`config.mk`:
```
export PLATFORM = sky130hd
export DESIGN_NAME = psg_pan_mixer
export DESIGN_NICKNAME = d
export VERILOG_FILES = /design/src/rtl/psg_pan_mixer_pkg.sv /design/src/rtl/psg_pan_mixer_sigma_delta_dac.sv /design/src/rtl/psg_pan_mixer.sv
export SDC_FILE = /design/constraint.sdc
export NUM_CORES = 1
export LEC_CHECK = 0
export ABC_CLOCK_PERIOD_IN_PS = 3200
export CAP_MARGIN = 5
export CORE_ASPECT_RATIO = 1.75
export CORE_MARGIN = 2
export CORE_UTILIZATION = 31
export CTS_BUF_LIST = sky130_fd_sc_hd__clkbuf_16
export DETAILED_ROUTE_END_ITERATION = 10
export HOLD_SLACK_MARGIN = 0.02
export PLACE_DENSITY_LB_ADDON = 0.08
export SYNTH_ARGS = -nofsm -noshare
export SYNTH_HDL_FRONTEND = slang
export SYNTH_SLANG_ARGS = --single-unit
```
`constraint.sdc`:
```
create_clock -name clk_24 -period 3.2 [get_ports clk_24]
set_input_delay 0.48 -clock clk_24 [delete_from_list [all_inputs] [get_ports clk_24]]
set_output_delay 0.48 -clock clk_24 [all_outputs]
set_load 0.03 [all_outputs]
```
`src/rtl/psg_pan_mixer_pkg.sv`:
```
// Shared definitions for the PSG pan mixer: pan mode encodings, mixer FSM
// states, the per-channel pan routing table and the accumulator width rule.
package mixer_pkg;

    localparam logic [1:0] MIX_MONO = 2'b00;
    localparam logic [1:0] MIX_ABC  = 2'b01;
    localparam logic [1:0] MIX_ACB  = 2'b10;

    typedef enum logic [1:0] {
        ST_IDLE  = 2'd0,
        ST_ACCUM = 2'd1,
        ST_LOAD  = 2'd2
    } mix_state_t;

    // Returns {to_l, to_r} for channel idx under the given pan mode.
    // Channels 3 and up, mono and the reserved code all feed both sides.
    function automatic logic [1:0] pan_route(input logic [1:0] mode, input int unsigned idx);
        logic [1:0] route;
        route = 2'b11;
        if (mode == MIX_ABC) begin
            if (idx == 0)      route = 2'b10;
            else if (idx == 2) route = 2'b01;
        end else if (mode == MIX_ACB) begin
            if (idx == 0)      route = 2'b10;
            else if (idx == 1) route = 2'b01;
        end
        return route;
    endfunction

    // Wide enough that summing every channel at full scale cannot wrap.
    function automatic int acc_width(input int ch_w, input int num_ch);
        return ch_w + $clog2(num_ch + 1);
    endfunction

endpackage

```
`src/rtl/psg_pan_mixer_sigma_delta_dac.sv`:
```
// First-order sigma-delta DAC: the carry out of a W-bit phase accumulator
// gives a 1-bit stream whose density of ones is pcm / 2^W.
module sigma_delta_dac #(
    parameter int W = 10
) (
    input  logic         clk_24,
    input  logic         reset,
    input  logic [W-1:0] i_pcm,
    output logic         o_bit
);

    logic [W:0] r_integ;

    // Accumulate the sample each cycle, dropping the previous carry.
    always_ff @(posedge clk_24) begin
        if (reset) begin
            r_integ <= '0;
        end else begin
            r_integ <= {1'b0, r_integ[W-1:0]} + {1'b0, i_pcm};
        end
    end

    assign o_bit = r_integ[W];

endmodule

```
`src/rtl/psg_pan_mixer.sv`:
```
// PSG stereo pan mixer: snapshots NUM_CH channel levels on i_sample_ce,
// accumulates one channel per cycle into left/right sums according to the
// pan mode, saturates to OUT_W bits and feeds two sigma-delta DACs.
// Optional master attenuation (right shift by i_vol_shift) is built only
// when MIXER_VOLUME_EN is defined.
module psg_pan_mixer
    import mixer_pkg::*;
#(
    parameter int NUM_CH = 3,
    parameter int CH_W   = 8,
    parameter int OUT_W  = 10
) (
    input  logic                   clk_24,
    input  logic                   reset,
    input  logic                   i_sample_ce,
    input  logic [1:0]             i_mode,
    input  logic [NUM_CH*CH_W-1:0] i_chan_in,
    input  logic [2:0]             i_vol_shift,
    output logic [OUT_W-1:0]       o_pcm_l,
    output logic [OUT_W-1:0]       o_pcm_r,
    output logic                   o_pcm_valid,
    output logic                   o_busy,
    output logic                   o_overrun,
    output logic                   o_audio_l,
    output logic                   o_audio_r
);

    localparam int ACC_W = acc_width(CH_W, NUM_CH);
    localparam int IDX_W = (NUM_CH > 1) ? $clog2(NUM_CH) : 1;
    localparam logic [IDX_W-1:0] IDX_LAST = IDX_W'(NUM_CH - 1);

    mix_state_t             r_state;
    logic [NUM_CH*CH_W-1:0] r_chan_snap;
    logic [1:0]             r_mode_snap;
    logic [IDX_W-1:0]       r_idx;
    logic [ACC_W-1:0]       r_acc_l;
    logic [ACC_W-1:0]       r_acc_r;
    logic [OUT_W-1:0]       r_pcm_l;
    logic [OUT_W-1:0]       r_pcm_r;
    logic                   r_pcm_valid;
    logic                   r_busy;
    logic                   r_overrun;

    logic [CH_W-1:0]  w_chan [NUM_CH];
    logic [ACC_W-1:0] w_level;
    logic [1:0]       w_route;
    logic [OUT_W-1:0] w_sat_l;
    logic [OUT_W-1:0] w_sat_r;
    logic [OUT_W-1:0] w_out_l;
    logic [OUT_W-1:0] w_out_r;

    genvar gi;
    generate
        for (gi = 0; gi < NUM_CH; gi++) begin : g_unpack
            assign w_chan[gi] = r_chan_snap[gi*CH_W +: CH_W];
        end
    endgenerate

    assign w_level = ACC_W'(w_chan[r_idx]);
    assign w_route = pan_route(r_mode_snap, 32'(r_idx));

    // Clamp only when the accumulator can exceed the output range.
    generate
        if (ACC_W > OUT_W) begin : g_sat
            assign w_sat_l = (|r_acc_l[ACC_W-1:OUT_W]) ? {OUT_W{1'b1}} : r_acc_l[OUT_W-1:0];
            assign w_sat_r = (|r_acc_r[ACC_W-1:OUT_W]) ? {OUT_W{1'b1}} : r_acc_r[OUT_W-1:0];
        end else begin : g_ext
            assign w_sat_l = OUT_W'(r_acc_l);
            assign w_sat_r = OUT_W'(r_acc_r);
        end
    endgenerate

`ifdef MIXER_VOLUME_EN
    assign w_out_l = w_sat_l >> i_vol_shift;
    assign w_out_r = w_sat_r >> i_vol_shift;
`else
    logic w_unused_vol;
    assign w_unused_vol = ^i_vol_shift;
    assign w_out_l = w_sat_l;
    assign w_out_r = w_sat_r;
`endif

    // Mix sequencer: snapshot, per-channel accumulate, then publish the sample.
    always_ff @(posedge clk_24) begin
        if (reset) begin
            r_state     <= ST_IDLE;
            r_chan_snap <= '0;
            r_mode_snap <= MIX_MONO;
            r_idx       <= '0;
            r_acc_l     <= '0;
            r_acc_r     <= '0;
            r_pcm_l     <= '0;
            r_pcm_r     <= '0;
            r_pcm_valid <= 1'b0;
            r_busy      <= 1'b0;
            r_overrun   <= 1'b0;
        end else begin
            r_pcm_valid <= 1'b0;
            if (i_sample_ce && r_state != ST_IDLE) begin
                r_overrun <= 1'b1;
            end
            case (r_state)
                ST_IDLE: begin
                    if (i_sample_ce) begin
                        r_chan_snap <= i_chan_in;
                        r_mode_snap <= i_mode;
                        r_acc_l     <= '0;
                        r_acc_r     <= '0;
                        r_idx       <= '0;
                        r_busy      <= 1'b1;
                        r_state     <= ST_ACCUM;
                    end
                end
                ST_ACCUM: begin
                    if (w_route[1]) r_acc_l <= r_acc_l + w_level;
                    if (w_route[0]) r_acc_r <= r_acc_r + w_level;
                    if (r_idx == IDX_LAST) begin
                        r_state <= ST_LOAD;
                    end else begin
                        r_idx <= r_idx + 1'b1;
                    end
                end
                ST_LOAD: begin
                    r_pcm_l     <= w_out_l;
                    r_pcm_r     <= w_out_r;
                    r_pcm_valid <= 1'b1;
                    r_busy      <= 1'b0;
                    r_state     <= ST_IDLE;
                end
                default: r_state <= ST_IDLE;
            endcase
        end
    end

    sigma_delta_dac #(.W(OUT_W)) u_dac_l (
        .clk_24 (clk_24),
        .reset  (reset),
        .i_pcm  (r_pcm_l),
        .o_bit  (o_audio_l)
    );

    sigma_delta_dac #(.W(OUT_W)) u_dac_r (
        .clk_24 (clk_24),
        .reset  (reset),
        .i_pcm  (r_pcm_r),
        .o_bit  (o_audio_r)
    );

    assign o_pcm_l     = r_pcm_l;
    assign o_pcm_r     = r_pcm_r;
    assign o_pcm_valid = r_pcm_valid;
    assign o_busy      = r_busy;
    assign o_overrun   = r_overrun;

endmodule
```
==> results.json <==
{
  "status": "finished clean",
  "synth-edff-count": 0,
  "clock_skew_ps": 8.119,
  "synth_top_area_share_pct": 39.33,
  "synthCells": 586,
  "rows": 60,
  "tightest_slew_ps": 1052,
  "hold_path.class": "register to register",
  "synthArstFlopShare_pct": 0,
  "drv_cap": 0,
  "end_kind": "register",
  "synthTopCellsByArea": "dfxtp_1, ha_1, nand2_1",
  "core_area_um2": 15310,
  "grt_pass1_wl_um": 20150,
  "fin_setup_tns_ps": 0,
  "slew_viol_final": 0,
  "grt_start_max_net_pins": 55,
  "final_layout_size_suffix_gt1_share_pct": 4.717,
  "rsz0062_at_grt": "no",
  "synth-seq-cells": 95,
  "die_x_um": 98.42,
  "synth.avg_cell_area_um2": 8.252,
  "max_freq_mhz": 350.1,
  "postRouteAntennaNets": 0,
  "wl_per_cell_um": 14.29,
  "setup_viol": 0,
  "numCtsBuffers": 9,
  "start_kind": "register",
  "syn-num-nets": 661,
  "cts_resized": 0,
  "die_area_um2": 16650,
  "fin_util_pct": 38.20,
  "viasPerCell": 5.072,
  "crit_slowest_cell": "dfxtp_1",
  "static-leakage-power_nw": 2.283,
  "final_nets": 706,
  "path_buf_inv": 1,
  "fin_crit_ps": 2857,
  "cts_setup_buffers": 0,
  "p_per_area_nw_per_um2": 446.6,
  "antenna_cells": 0,
  "synth_area_um2": 4836,
  "grt_antenna_before_repair": 0,
  "cts_hold_buf": 0,
  "grt_pass1_vias": 4327,
  "clkTransAtPathRegs_ps": 70,
  "io_pins": 57,
  "yosysSeqAreaShare_pct": 39.33,
  "crit_family": "simple AND/OR/NAND/NOR gates",
  "routabilityCongestion": 0.8308,
  "synthDistinctLibCells": 47,
  "placed_cell_area_um2": 5553,
  "cpMostUsedCell": "a21oi_1",
  "remaining_drc_errors": 0,
  "initial_core_util_pct": 31.58,
  "max-slew-margin-rel_pct": 29.86,
  "clkSinkCount": 95,
  "drt_iter0_markers": 127,
  "ir_drop_mv": 0.2118,
  "worstPathCellList": "mux2i_1 -> o21ai_0 -> ha_1 -> inv_1 -> fa_1 -> nand2b_1 -> a21oi_1 -> nor4_1 -> or4_1 -> a21oi_1",
  "path_class": "register to register",
  "gr-usage-all-layers_pct": 14.69,
  "critPathArrivalTime_ps": 3130,
  "critPathRequiredTime_ps": 3470,
  "slowest_delay_ps": 470,
  "finalPower_w": 0.002613,
  "post-dp-hpwl_um": 9075,
  "final_hold_viol_count": 0,
  "yosysWarnings": 0,
  "grt-ovfl-total": 0,
  "clock_latency_ps": 340,
  "cts_tree": "built",
  "die_h_um": 169.2,
  "final_area_um2": 5851,
  "dr.pass1.iters": 5,
  "clockBufferDepth": 2,
  "portBuffers": 53,
  "ys.flop_type": "dfxtp_1",
  "synth_area_leader_cell": "dfxtp_1",
  "cts-htree-levels": 3,
  "cts_root_buf": "clkbuf_16",
  "syn_to_final_growth_pct": 20.98,
  "crit_fanout": 7,
  "post-route-period-util_pct": 89.27,
  "wl_um": 11750,
  "vias": 4169
}
-- registers in the layout, indices dropped and copies added (netlist names) --
signal           flops
r_idx                2
u_dac_r.r_integ     11
u_dac_l.r_integ     11
r_chan_snap         24
o_overrun            1
o_pcm_valid          1
r_acc_l             10
o_pcm_r             10
r_state              2
r_acc_r             10
o_busy               1
r_mode_snap          2
o_pcm_l             10
-- area by class of cell --
type | instances | area [µm²]
clock buffers | 9 | 225.2
clock inverters | 7 | 72.57
fillers | 1657 | 9464
inverters | 14 | 52.55
multi-input cells | 449 | 2773
flip-flops and latches | 95 | 1902
well taps | 186 | 232.7
repair buffers | 62 | 593.1
-- report_power, final --
part / switching [W] / internal [W]
registers: 0.0000254 / 0.00122
logic: 0.000169 / 0.000123
clock network: 0.000469 / 0.000607
-- routing by layer --
| layer | vias to the layer above | routed length (µm) | GRT usage [%] |
|---|---|---|---|
| li1 | 2156 | - | - |
| met1 | 1928 | 4767 | 15.88 |
| met2 | 65 | 6288 | 27.74 |
| met5 | - | 0 | 0 |
| met3 | 20 | 323 | 2.224 |
| met4 | 0 | 365 | 6.492 |
-- worst register-to-register path, delay by kind of cell, from the launching register on --
| kind | cells | cell delay (ps) |
|---|---|---|
| mux | 1 | 110 |
| compound gates | 3 | 720 |
| buf+inv | 1 | 60 |
| flops | 1 | 470 |
| simple gates | 3 | 760 |
| fa+ha+maj | 2 | 670 |
-- final timing paths --
path / start / end / slack [ps] / cells after the start
worst max-delay path: r_idx[0] / r_acc_l[8] / 340 / 10
worst min register to register: r_chan_snap[1] / r_chan_snap[1] / 450 / 2
worst min-delay path: r_chan_snap[1] / r_chan_snap[1] / 450 / 2
worst max register to register: r_idx[0] / r_acc_l[8] / 340 / 10
-- synthesized netlist by cell type, drive strengths merged, types with 7 or more instances --
cell / number
a211oi: 12
a21o: 10
a21oi: 78
buf: 9
clkbuf: 19
dfxtp: 95
ha: 39
inv: 14
mux2i: 8
nand2: 116
nand3: 7
nor2: 43
nor2b: 10
nor3: 7
o21ai: 19
or4: 7
xnor2: 10
xor2: 7
-- layout by cell type, fill, tap and decap left out, types with 7 or more instances in the layout --
cell type	Yosys	final
buf_4	0	9
ha_1	39	39
or4_1	7	7
inv_1	14	14
o21ai_0	19	19
nor2_1	43	43
nand3_1	7	7
a21oi_1	78	78
xor2_1	7	7
a211oi_1	12	12
dfxtp_1	95	95
clkdlybuf4s50_1	0	52
clkbuf_16	0	9
nand2_1	116	116
xnor2_1	10	10
nor3_1	7	7
nor2b_1	10	10
mux2i_1	8	8
a21o_1	10	10
-- cells by family (layout without fill, tap and decap cells) --
| logic type | after synthesis | in the layout | share of synthesized area (%) |
|---|---|---|---|
| AO/OA/AOI/OAI | 162 | 162 | 20.44 |
| XOR/XNOR | 17 | 17 | 3.079 |
| AND/OR/NAND/NOR | 219 | 219 | 20.31 |
| multiplexers | 8 | 8 | 1.656 |
| flip-flops | 95 | 95 | 39.33 |
| buffers and inverters | 42 | 92 | 3.441 |
| adder cells (fa/ha/maj) | 43 | 43 | 11.75 |
-- per-stage QoR --
stage                     hold slack, ps  std cells  worst slack (ps)
after global routing               486.6        822             103.2
after CTS                          458.2        822             323.6
after floorplan                    435.7        586             459.0
after detailed placement           448.2        806             349.4
final                              453.9        822             343.5
after global placement             441.3        806             357.6
No activity file was read; power rests on OpenSTA's default activity.
